**config.mk**
```make
export PLATFORM = sky130hd
export DESIGN_NAME = spram_access_ctrl_flat
export DESIGN_NICKNAME = d
export VERILOG_FILES = /design/src/rtl/spram_access_ctrl_if.sv /design/src/rtl/spram_access_ctrl.sv /design/src/flat_wrapper.sv
export SDC_FILE = /design/constraint.sdc
export NUM_CORES = 1
export LEC_CHECK = 0
export CAP_MARGIN = 20
export CORE_MARGIN = 2
export CORE_UTILIZATION = 30
export DETAILED_ROUTE_END_ITERATION = 8
export MAX_ROUTING_LAYER = met4
export PLACE_DENSITY_LB_ADDON = 0.25
export SYNTH_ARGS = -nofsm -noshare
export SYNTH_HDL_FRONTEND = slang
export SYNTH_SLANG_ARGS = --single-unit
```
**constraint.sdc**
```tcl
create_clock -name clk -period 4.6 [get_ports clk]
set_input_delay 0.69 -clock clk [delete_from_list [all_inputs] [get_ports clk]]
set_output_delay 0.69 -clock clk [all_outputs]
set_load 0.02 [all_outputs]
```
**src/rtl/spram_access_ctrl_if.sv**
```systemverilog
// Request/response bundle between a client and the single-port RAM access controller.
interface spram_access_ctrl_if;
  localparam int unsigned AW = 14;
  localparam int unsigned DW = 16;
  localparam int unsigned MW = 4;

  logic [AW-1:0] wr_addr;
  logic [DW-1:0] wr_data;
  logic [MW-1:0] wr_mask;
  logic          wr_valid;
  logic          wr_ready;
  logic [AW-1:0] rd_addr;
  logic          rd_valid;
  logic          rd_ready;
  logic [DW-1:0] rsp_data;
  logic          rsp_valid;

  modport master (
    output wr_addr, wr_data, wr_mask, wr_valid, rd_addr, rd_valid,
    input  wr_ready, rd_ready, rsp_data, rsp_valid
  );

  modport slave (
    input  wr_addr, wr_data, wr_mask, wr_valid, rd_addr, rd_valid,
    output wr_ready, rd_ready, rsp_data, rsp_valid
  );
endinterface

```
**src/rtl/spram_access_ctrl.sv**
```systemverilog
// Arbitrates one write port and one read port onto a single-port RAM with
// nibble write enables; read data returns three cycles after acceptance.
module spram_access_ctrl #(
  parameter int unsigned WAIT_MAX  = 4,
  parameter int unsigned READ_PRIO = 1
) (
  input  logic                 clk,
  input  logic                 rst_n,
  spram_access_ctrl_if.slave   bus,
  output logic [13:0]          ram_addr,
  output logic [15:0]          ram_din,
  output logic [3:0]           ram_mask,
  output logic                 ram_wren,
  output logic                 ram_cs,
  output logic                 ram_standby,
  output logic                 ram_sleep,
  output logic                 ram_poweroff,
  input  logic [15:0]          ram_dout
);

  localparam int unsigned CW = (WAIT_MAX > 0) ? $clog2(WAIT_MAX + 1) : 1;

  logic [CW-1:0] wait_cnt;
  logic          last_grant_rd;  // 0 = last conflict went to the write
  logic          conflict;
  logic          wr_wins;
  logic          grant_wr;
  logic          grant_rd;
  logic          rd_issue;
  logic          rd_pend;

  assign ram_standby  = 1'b0;
  assign ram_sleep    = 1'b0;
  assign ram_poweroff = 1'b0;

  // Arbiter: at most one grant per cycle, nothing granted while in reset.
  always_comb begin
    conflict = bus.wr_valid && bus.rd_valid;
    wr_wins  = 1'b0;
    if (READ_PRIO != 0) begin
      wr_wins = (wait_cnt == CW'(WAIT_MAX));
    end else begin
      wr_wins = last_grant_rd;
    end
    grant_wr = rst_n && bus.wr_valid && (!bus.rd_valid || wr_wins);
    grant_rd = rst_n && bus.rd_valid && !grant_wr;
  end

  assign bus.wr_ready = grant_wr;
  assign bus.rd_ready = grant_rd;

  // Starvation counter for a write repeatedly losing to reads.
  always_ff @(posedge clk or negedge rst_n) begin
    if (!rst_n) begin
      wait_cnt <= '0;
    end else if (!bus.wr_valid || grant_wr) begin
      wait_cnt <= '0;
    end else if (conflict && (wait_cnt != CW'(WAIT_MAX))) begin
      wait_cnt <= wait_cnt + CW'(1);
    end
  end

  // Remembers the winner of the most recent conflict for alternation.
  always_ff @(posedge clk or negedge rst_n) begin
    if (!rst_n) begin
      last_grant_rd <= 1'b0;
    end else if (conflict) begin
      last_grant_rd <= grant_rd;
    end
  end

  // Registers the accepted command onto the RAM pins; address/data hold when idle.
  always_ff @(posedge clk or negedge rst_n) begin
    if (!rst_n) begin
      ram_addr <= '0;
      ram_din  <= '0;
      ram_mask <= '0;
      ram_wren <= 1'b0;
      ram_cs   <= 1'b0;
    end else if (grant_wr) begin
      ram_addr <= bus.wr_addr;
      ram_din  <= bus.wr_data;
      ram_mask <= bus.wr_mask;
      ram_wren <= 1'b1;
      ram_cs   <= 1'b1;
    end else if (grant_rd) begin
      ram_addr <= bus.rd_addr;
      ram_mask <= '0;
      ram_wren <= 1'b0;
      ram_cs   <= 1'b1;
    end else begin
      ram_mask <= '0;
      ram_wren <= 1'b0;
      ram_cs   <= 1'b0;
    end
  end

  // Read tracking: issue -> RAM access -> capture of ram_dout.
  always_ff @(posedge clk or negedge rst_n) begin
    if (!rst_n) begin
      rd_issue      <= 1'b0;
      rd_pend       <= 1'b0;
      bus.rsp_valid <= 1'b0;
      bus.rsp_data  <= '0;
    end else begin
      rd_issue      <= grant_rd;
      rd_pend       <= rd_issue;
      bus.rsp_valid <= rd_pend;
      if (rd_pend) begin
        bus.rsp_data <= ram_dout;
      end
    end
  end

endmodule

```
**src/flat_wrapper.sv**
```systemverilog
// flat-port wrapper written by rule: the top's interface ports become plain ports
module spram_access_ctrl_flat 
#(
  parameter int unsigned WAIT_MAX  = 4,
  parameter int unsigned READ_PRIO = 1
)
  (clk, rst_n, ram_addr, ram_din, ram_mask, ram_wren, ram_cs, ram_standby, ram_sleep, ram_poweroff, ram_dout, bus_wr_addr, bus_wr_data, bus_wr_mask, bus_wr_valid, bus_rd_addr, bus_rd_valid, bus_wr_ready, bus_rd_ready, bus_rsp_data, bus_rsp_valid);
  spram_access_ctrl_if bus_i ();
  input  logic clk;
  input  logic rst_n;
  output logic [13:0] ram_addr;
  output logic [15:0] ram_din;
  output logic [3:0] ram_mask;
  output logic ram_wren;
  output logic ram_cs;
  output logic ram_standby;
  output logic ram_sleep;
  output logic ram_poweroff;
  input  logic [15:0] ram_dout;
  input wire logic [$bits(bus_i.wr_addr)-1:0] bus_wr_addr;
  input wire logic [$bits(bus_i.wr_data)-1:0] bus_wr_data;
  input wire logic [$bits(bus_i.wr_mask)-1:0] bus_wr_mask;
  input wire logic [$bits(bus_i.wr_valid)-1:0] bus_wr_valid;
  input wire logic [$bits(bus_i.rd_addr)-1:0] bus_rd_addr;
  input wire logic [$bits(bus_i.rd_valid)-1:0] bus_rd_valid;
  output wire logic [$bits(bus_i.wr_ready)-1:0] bus_wr_ready;
  output wire logic [$bits(bus_i.rd_ready)-1:0] bus_rd_ready;
  output wire logic [$bits(bus_i.rsp_data)-1:0] bus_rsp_data;
  output wire logic [$bits(bus_i.rsp_valid)-1:0] bus_rsp_valid;
  assign bus_i.wr_addr = bus_wr_addr;
  assign bus_i.wr_data = bus_wr_data;
  assign bus_i.wr_mask = bus_wr_mask;
  assign bus_i.wr_valid = bus_wr_valid;
  assign bus_i.rd_addr = bus_rd_addr;
  assign bus_i.rd_valid = bus_rd_valid;
  assign bus_wr_ready = bus_i.wr_ready;
  assign bus_rd_ready = bus_i.rd_ready;
  assign bus_rsp_data = bus_i.rsp_data;
  assign bus_rsp_valid = bus_i.rsp_valid;
  spram_access_ctrl #(.WAIT_MAX(WAIT_MAX), .READ_PRIO(READ_PRIO)) u_core (.clk(clk), .rst_n(rst_n), .bus(bus_i), .ram_addr(ram_addr), .ram_din(ram_din), .ram_mask(ram_mask), .ram_wren(ram_wren), .ram_cs(ram_cs), .ram_standby(ram_standby), .ram_sleep(ram_sleep), .ram_poweroff(ram_poweroff), .ram_dout(ram_dout));
endmodule
```
### Word-level counts from Yosys, hierarchy flattened

Index checks and enable logic that the tools add are counted.

* register bits: 58
* input port bits: 68
* output and inout bits: 58
* logic and storage cells: 34

* add/subtract/negate cells: 1
* eq/ne operators: 2
* multiplexer cells: 8
* reduce and logical (&&, ||, !) cells: 13

Operators by type and width (number)
* $mux W14: 2
* $logic_and A1 B1 Y1: 6
* $mux W3: 2
* $mux W4: 1
* $reduce_bool A2 Y1: 2
* $add A3 B1 Y3 const B: 1
* $eq A3 B3 Y1 const B: 1
* $logic_not A1 Y1: 3
* $mux W1: 3
* $ne A3 B3 Y1 const B: 1
* $logic_or A1 B1 Y1: 2

### Longest topological paths before layout

Gate-level depths: netlist (run 1).

* depth after elaboration: 7
* depth in mapped cells: 7
* gate-level depth less buffers: 5

### Worst setup path before layout (run 1)

No wires, ideal clock.

* kind: input to output
* start: input port rst_n
* end: output port bus_rd_ready
* arrival: 1.336 ns
* required time: 3.910 ns
* setup slack: 2.574 ns
* stages on the path: 3
* path buffers: 1
* path through: nand2_1 -> a31oi_1 -> buf_2

* cells in the longest elaborated chain, start to end: 4
* elaborated cells between the ends (all ways): 5
* classes of those cells: reduce/logical: 5

Ends and longest elaborated chain
* from (decl): RTL line flat_wrapper.sv:10 `input logic rst_n;`
* $logic_and A1 B1 Y1 (2 in series): RTL line spram_access_ctrl.sv:45 `grant_wr = rst_n && bus.wr_valid && (!bus.rd_valid || wr_wins);`
* $logic_not A1 Y1: RTL line spram_access_ctrl.sv:46 `grant_rd = rst_n && bus.rd_valid && !grant_wr;`
* $logic_and A1 B1 Y1 *: RTL line spram_access_ctrl.sv:46
* to (decl): RTL line flat_wrapper.sv:27 `output wire logic [$bits(bus_i.rd_ready)-1:0] bus_rd_ready;`

Mark *: on every way between the ends. The rest lies on a longest branch, timed or not.

### Worst setup path after layout (run 1)

* start: input port bus_rd_valid
* end: output port bus_wr_ready

* cells in the longest elaborated chain, start to end: 3

Ends and longest elaborated chain
* from (decl): RTL line flat_wrapper.sv:25 `input wire logic [$bits(bus_i.rd_valid)-1:0] bus_rd_valid;`
* $logic_not A1 Y1: RTL line spram_access_ctrl.sv:45
* $logic_or A1 B1 Y1: RTL line spram_access_ctrl.sv:45
* $logic_and A1 B1 Y1: RTL line spram_access_ctrl.sv:45
* to (decl): RTL line flat_wrapper.sv:26 `output wire logic [$bits(bus_i.wr_ready)-1:0] bus_wr_ready;`

No other way between the ends.

==> results of run 1 <==
## power by group through the flow
stage                     registers (mW)  logic (mW)  clock network, mW
after floorplan                    0.705      0.0914                  0
after global placement             0.623       0.393                  0
after detailed placement           0.623       0.396                  0
after CTS                          0.614       0.397              0.450
after global routing               0.623       0.416              0.479
final                              0.614       0.392              0.428
## per-layer routing
layer,up-vias,global-route usage,wire [microns]
li1,796,-,-
met1,791,0.1907,2570
met2,96,0.1826,2240
met3,2,0.05726,493
met4,0,0.04545,23
met5,-,-,0
## worst max path at each step
stage	end	cells past startpoint
final	bus_wr_ready	4
after global routing	bus_wr_ready	4
after CTS	bus_wr_ready	4
after detailed placement	bus_wr_ready	4
after global placement	bus_wr_ready	4
after floorplan	bus_rd_ready	3
## cell families after synthesis
logic type	count (synthesis)	synth area share
XOR/XNOR	1	0.003817
adder cells (fa/ha/maj)	2	0.01090
AO/OA/AOI/OAI	21	0.08342
multiplexers	32	0.1570
AND/OR/NAND/NOR	26	0.06871
other	1	0.001634
flip-flops	58	0.6325
buffers and inverters	14	0.04198
## per-stage QoR
step / hold WS, ns / area (sq um)
floorplan: 0.3312 / 2302
global placement: 0.3323 / 3580
detailed placement: 0.3416 / 3580
CTS: 0.3440 / 3770
global route: 0.3451 / 3770
finish: 0.3449 / 3770
## area by class of cell
cell class	instances	share of cell area
Clock inverter	4	0.006638
Sequential cell	58	0.3850
Multi-Input combinational cell	85	0.2001
Clock buffer	12	0.04381
Timing Repair Buffer	125	0.3286
Tap cell	99	0.03286
Inverter	3	0.002987
## synth_stat cells
cell type	count
a21bo_1	1
a21boi_0	2
a221o_1	14
a31oi_1	1
and2_1	18
and3_4	1
buf_2	2
buf_4	3
buf_6	4
clkbuf_1	2
conb_1	1
dfrtp_1	58
ha_1	2
inv_1	3
mux2_2	32
nand2_1	2
nor2_1	2
nor3_1	1
nor3b_1	1
o21a_1	2
o21ai_0	1
or3_1	1
xnor2_1	1
## state kept, by name, summed over array words and instances, names as in the netlist
name                  cells
u_core.ram_mask           4
u_core.ram_din           16
u_core.ram_addr          14
u_core.ram_cs             1
u_core.rd_pend            1
u_core.ram_wren           1
u_core.wait_cnt           3
u_core.bus.rsp_valid      1
u_core.bus.rsp_data      16
u_core.rd_issue           1
==> out/results.ini, run 1 <==
[outcome]
status=finished, final reports clean

[finish]
layout_commonest_cell=clkdlybuf4s50_1
postLayoutCoreUtil=0.5143
drive_gt1_frac=0.1847
multiInputGateArea_sq_um=754.5
nets=352
antenna_cells=0
syn2layout_area_growth_pct=64.29
final_cell_mix=clkdlybuf4s50_1, dfrtp_1, mux2_2, and2_1, a221o_1
regArea_sq_um=1451
fin_cells=386
n_fill_cell=633

[logic_synthesis]
synth_area_sq_um=2295
synth_area_leader_cell=dfrtp_1
synth_seq_cells=58
synthTopCellsByArea=dfrtp_1, mux2_2, a221o_1, and2_1, buf_6
synth_seq_area_share=0.6325
synth.top_cell.area_share=0.6325
ys_warn_count=0
netlist_instances=155
ys_types=23
avgSynthCellArea_sq_um=14.80

[timing]
worst_pin_slew_ns=0.7453
finalSetupViolCount=0
fin_crit_sh=0.7054
fin_worst_skew_ns=0.005462
tns_ns=0
slew_viol_final=0
fin_ws_ns=1.355
min_period_ns=3.245
rsz0062_at_grt=no
fmax_ghz=0.3082
relSlewSlack=0.5032
hold_viol_final=0

[setup_path]
crit_start=bus_rd_valid
worstRegToRegCells=5
r2r-end=u_core.ram_din[9]
cpLargestDelayFamily=buffers and inverters
crit_top_cell=clkdlybuf4s50_1
end_kind=primary output
cp_max_fo=36
r2r_slack_ns=2.75
cp-start-kind=primary input
critical_path_buf_inv_count=2
max_stage_delay_ns=0.69
worstReg2RegStart=u_core.wait_cnt[0]
cp.arrival_ns=2.55
critPathKind=in2out
critPathSlowestCell=clkdlybuf4s50_1
worstPathRequired_ns=3.91
path_cells=clkdlybuf4s50_1 > a21bo_1 > and3_4 > clkdlybuf4s50_1

[clock_network]
clockRootBuffer=clkbuf_8
htree_levels=3
clock_path_buffers=2
cts_inserted_buffers=9
cts_resized=0
postCtsSetupBuffers=0
worstSkewPairLatency_ns=0.32
holdBufCountCts=0
cts_tree=built
clock-sinks=58
clk_pin_slew_ns=0.06

[min_path]
hold_path.class=reg2reg
min_path_cells=0
worstHoldEndpoint=u_core.rd_pend
min_from=u_core.rd_issue

[place]
portBuffers=122
dp_hpwl_microns=3781
place.gp.congestion=0.7351
pre_cts_ws_ns=1.333
placed_cells=370

[drt]
vias=1685
route.final.wire_length_microns=5327
drt_pass1_iterations=4
viasPerCell=4.365
drt_iter0_markers=62
wl_per_cell_microns=13.80
drc_errors=0
ant_nets=0

[pwr]
power.density_nw_per_um2=380.4
cellLeakagePower_nw=1.579
ir_worst_vdd_uv=153.7
swShare=0.2747
seqPwrFrac=0.428
p_int_mw=1.040
p_comb_frac=0.273
switchingPower_mw=0.3940
power_mw=1.434
clkPwrFrac=0.299

[flow_run]
cap_violations=0

[grt]
grt_pass1_wl_microns=8838
first_global_vias=1771
grt_start_max_net_pins=62
grt-ovfl-total=0
grt_antenna_before_repair=0
grt_use_total=0.1383

[floorplanning]
die-height_microns=91.46
ioPinCount=126
std_cell_rows=31
die_w_microns=91.46
start_util=0.3130
dieArea_sq_um=8365
core_sq_um=7331

(Power assumes the default switching activity.)
==> run 2, diff against run 1 <==
==> constraint.sdc (replaced) <==
create_clock -name clk -period 3.23 [get_ports clk]
set_input_delay 0.4845 -clock clk [delete_from_list [all_inputs] [get_ports clk]]
set_output_delay 0.4845 -clock clk [all_outputs]
set_load 0.02 [all_outputs]
==> out/results.ini, run 2 (synthesis gave the netlist of run 1 again) <==
[pwr]
ir_worst_vdd_uv=273.1  ; was 153.7 uV
power.density_nw_per_um2=563.6  ; was 380.4 nW/um^2
seqPwrFrac=0.409  ; was 0.428
cellLeakagePower_nw=1.594  ; was 1.579 nW
swShare=0.2664  ; was 0.2747
p_comb_frac=0.261  ; was 0.273
clkPwrFrac=0.330  ; was 0.299
p_int_mw=1.569  ; was 1.040 mW
switchingPower_mw=0.5697  ; was 0.3940 mW

[floorplanning]
core_sq_um=7331  ; unchanged
start_util=0.3130  ; unchanged
die-height_microns=91.46  ; unchanged
dieArea_sq_um=8365  ; unchanged
ioPinCount=126  ; unchanged
die_w_microns=91.46  ; unchanged
std_cell_rows=31  ; unchanged

[place]
placed_area_sq_um=3587  ; was 3580 sq um
dp_hpwl_microns=3983  ; was 3781 microns
pre_cts_ws_ns=0.7379  ; was 1.333 ns
portBuffers=122  ; unchanged
place.gp.congestion=0.7079  ; was 0.7351

[grt]
grt_use_total=0.1450  ; was 0.1383
grt_pass1_wl_microns=9149  ; was 8838 microns
grt-ovfl-total=0  ; unchanged
first_global_vias=1847  ; was 1771
grt_antenna_before_repair=0  ; unchanged
grt_start_max_net_pins=44  ; was 62

[finish]
syn2layout_area_growth_pct=65.32  ; was 64.29%
postLayoutCoreUtil=0.5175  ; was 0.5143
top_regs=u_core.bus.rsp_data x16, u_core.ram_din x16, u_core.ram_addr x14  ; unchanged
final_cell_mix=clkdlybuf4s50_1, dfrtp_1, mux2_2, and2_1, a221o_1  ; unchanged
drive_gt1_frac=0.1847  ; unchanged
layout_commonest_cell=clkdlybuf4s50_1  ; unchanged
multiInputGateArea_sq_um=754.5  ; unchanged
regArea_sq_um=1451  ; unchanged
nets=353  ; was 352
stdcell_area_sq_um=3794  ; was 3770 sq um
n_fill_cell=648  ; was 633
antenna_cells=0  ; unchanged

[setup_path]
worstRegToRegCells=6  ; was 5
cp_max_fo=4  ; was 36
r2r-end=u_core.ram_din[5]  ; was u_core.ram_din[9]
worstReg2RegStart=u_core.wait_cnt[0]  ; unchanged
r2r_slack_ns=1.34  ; was 2.75 ns
cp-start-kind=primary input  ; unchanged
worstPathRequired_ns=2.75  ; was 3.91 ns
cp.arrival_ns=1.98  ; was 2.55 ns
crit_start=bus_rd_valid  ; unchanged
critPathKind=in2out  ; unchanged
end_kind=primary output  ; unchanged
cp-endpoint=bus_wr_ready  ; unchanged

[timing]
relSlewSlack=0.5620  ; was 0.5032
rsz0062_at_grt=no  ; unchanged
fin_crit_sh=0.7633
finalSetupViolCount=0  ; unchanged
slew_viol_final=0  ; unchanged
fmax_ghz=0.4056
tns_ns=0  ; unchanged
hold_viol_final=0  ; unchanged
fin_worst_skew_ns=0.008114  ; was 0.005462 ns
worst_pin_slew_ns=0.6571  ; was 0.7453 ns
min_period_ns=2.466
fin_ws_ns=0.7644  ; was 1.355 ns

[clock_network]
cts_resized=0  ; unchanged
postCtsSetupBuffers=0  ; unchanged
clock_path_buffers=2  ; unchanged
cts_inserted_buffers=9  ; unchanged
worstSkewPairLatency_ns=0.33  ; was 0.32 ns
cts_tree=built  ; unchanged
holdBufCountCts=0  ; unchanged
clockRootBuffer=clkbuf_8  ; unchanged
clock-sinks=58  ; unchanged
htree_levels=3  ; unchanged
clk_pin_slew_ns=0.07  ; was 0.06 ns

[drt]
drt_pass1_iterations=3  ; was 4
ant_nets=0  ; unchanged
wl_per_cell_microns=14.30  ; was 13.80 microns
vias=1732  ; was 1685
route.final.wire_length_microns=5518  ; was 5327 microns
drt_iter0_markers=21  ; was 62
viasPerCell=4.487  ; was 4.365
drc_errors=0  ; unchanged

[outcome]
status=finished, final reports clean  ; unchanged

[flow_run]
cap_violations=0  ; unchanged

[min_path]
hold_path.class=in2async  ; was reg2reg

## run 2: cell type report
type	count	area share
Clock buffer	9	0.03265
Clock inverter	6	0.02177
Timing Repair Buffer	126	0.3285
Inverter	3	0.002968
Tap cell	99	0.03265
Multi-Input combinational cell	85	0.1989
Sequential cell	58	0.3826
## run 2: through the flow
| step | instances | hold WS [ns] | total power [mW] |
|---|---|---|---|
| after global placement | 371 | 0.3336 | 1.446 |
| after global routing | 386 | 0.1269 | 2.253 |
| after CTS | 386 | 0.1022 | 2.180 |
| after detailed placement | 371 | 0.3362 | 1.453 |
| after floorplan | 157 | 0.1889 | 1.134 |
| final | 386 | 0.1124 | 2.138 |
## run 2: power groups by stage
stage          Sequential (mW)  Combinational (mW)  Clock (mW)
2_1_floorplan             1.00               0.130           0
3_3_place_gp             0.887               0.559           0
3_5_place_dp             0.888               0.565           0
4_1_cts                  0.877               0.565       0.738
5_1_grt                  0.890               0.592       0.770
6_report                 0.875               0.557       0.706
## run 2: how the worst min path moves through the flow
stage | end | cells after the start | slack, ns
3_3_place_gp | u_core.rd_pend | 0 | 0.33
3_5_place_dp | u_core.rd_pend | 0 | 0.34
4_1_cts | u_core.ram_addr[9] | 1 | 0.10
6_report | u_core.ram_addr[7] | 1 | 0.11
5_1_grt | u_core.ram_addr[9] | 1 | 0.13
2_1_floorplan | u_core.bus.rsp_data[0] | 0 | 0.19
## run 2: per-layer routing
metal  share of wire  wire [microns]  vias to the layer above  track usage
met5               0               0                        -            -
met4           0.014              76                        0      0.06439
met3           0.083             456                        9      0.04647
met2            0.44            2446                       93       0.2077
met1            0.46            2540                      828       0.1876
li1                -               -                      802            -
## run 2: critical path, cell delays in order
cell             delay [ns]
clkdlybuf4s50_1        0.45
a21bo_1                0.23
and3_4                 0.19
clkdlybuf4s50_1        0.63
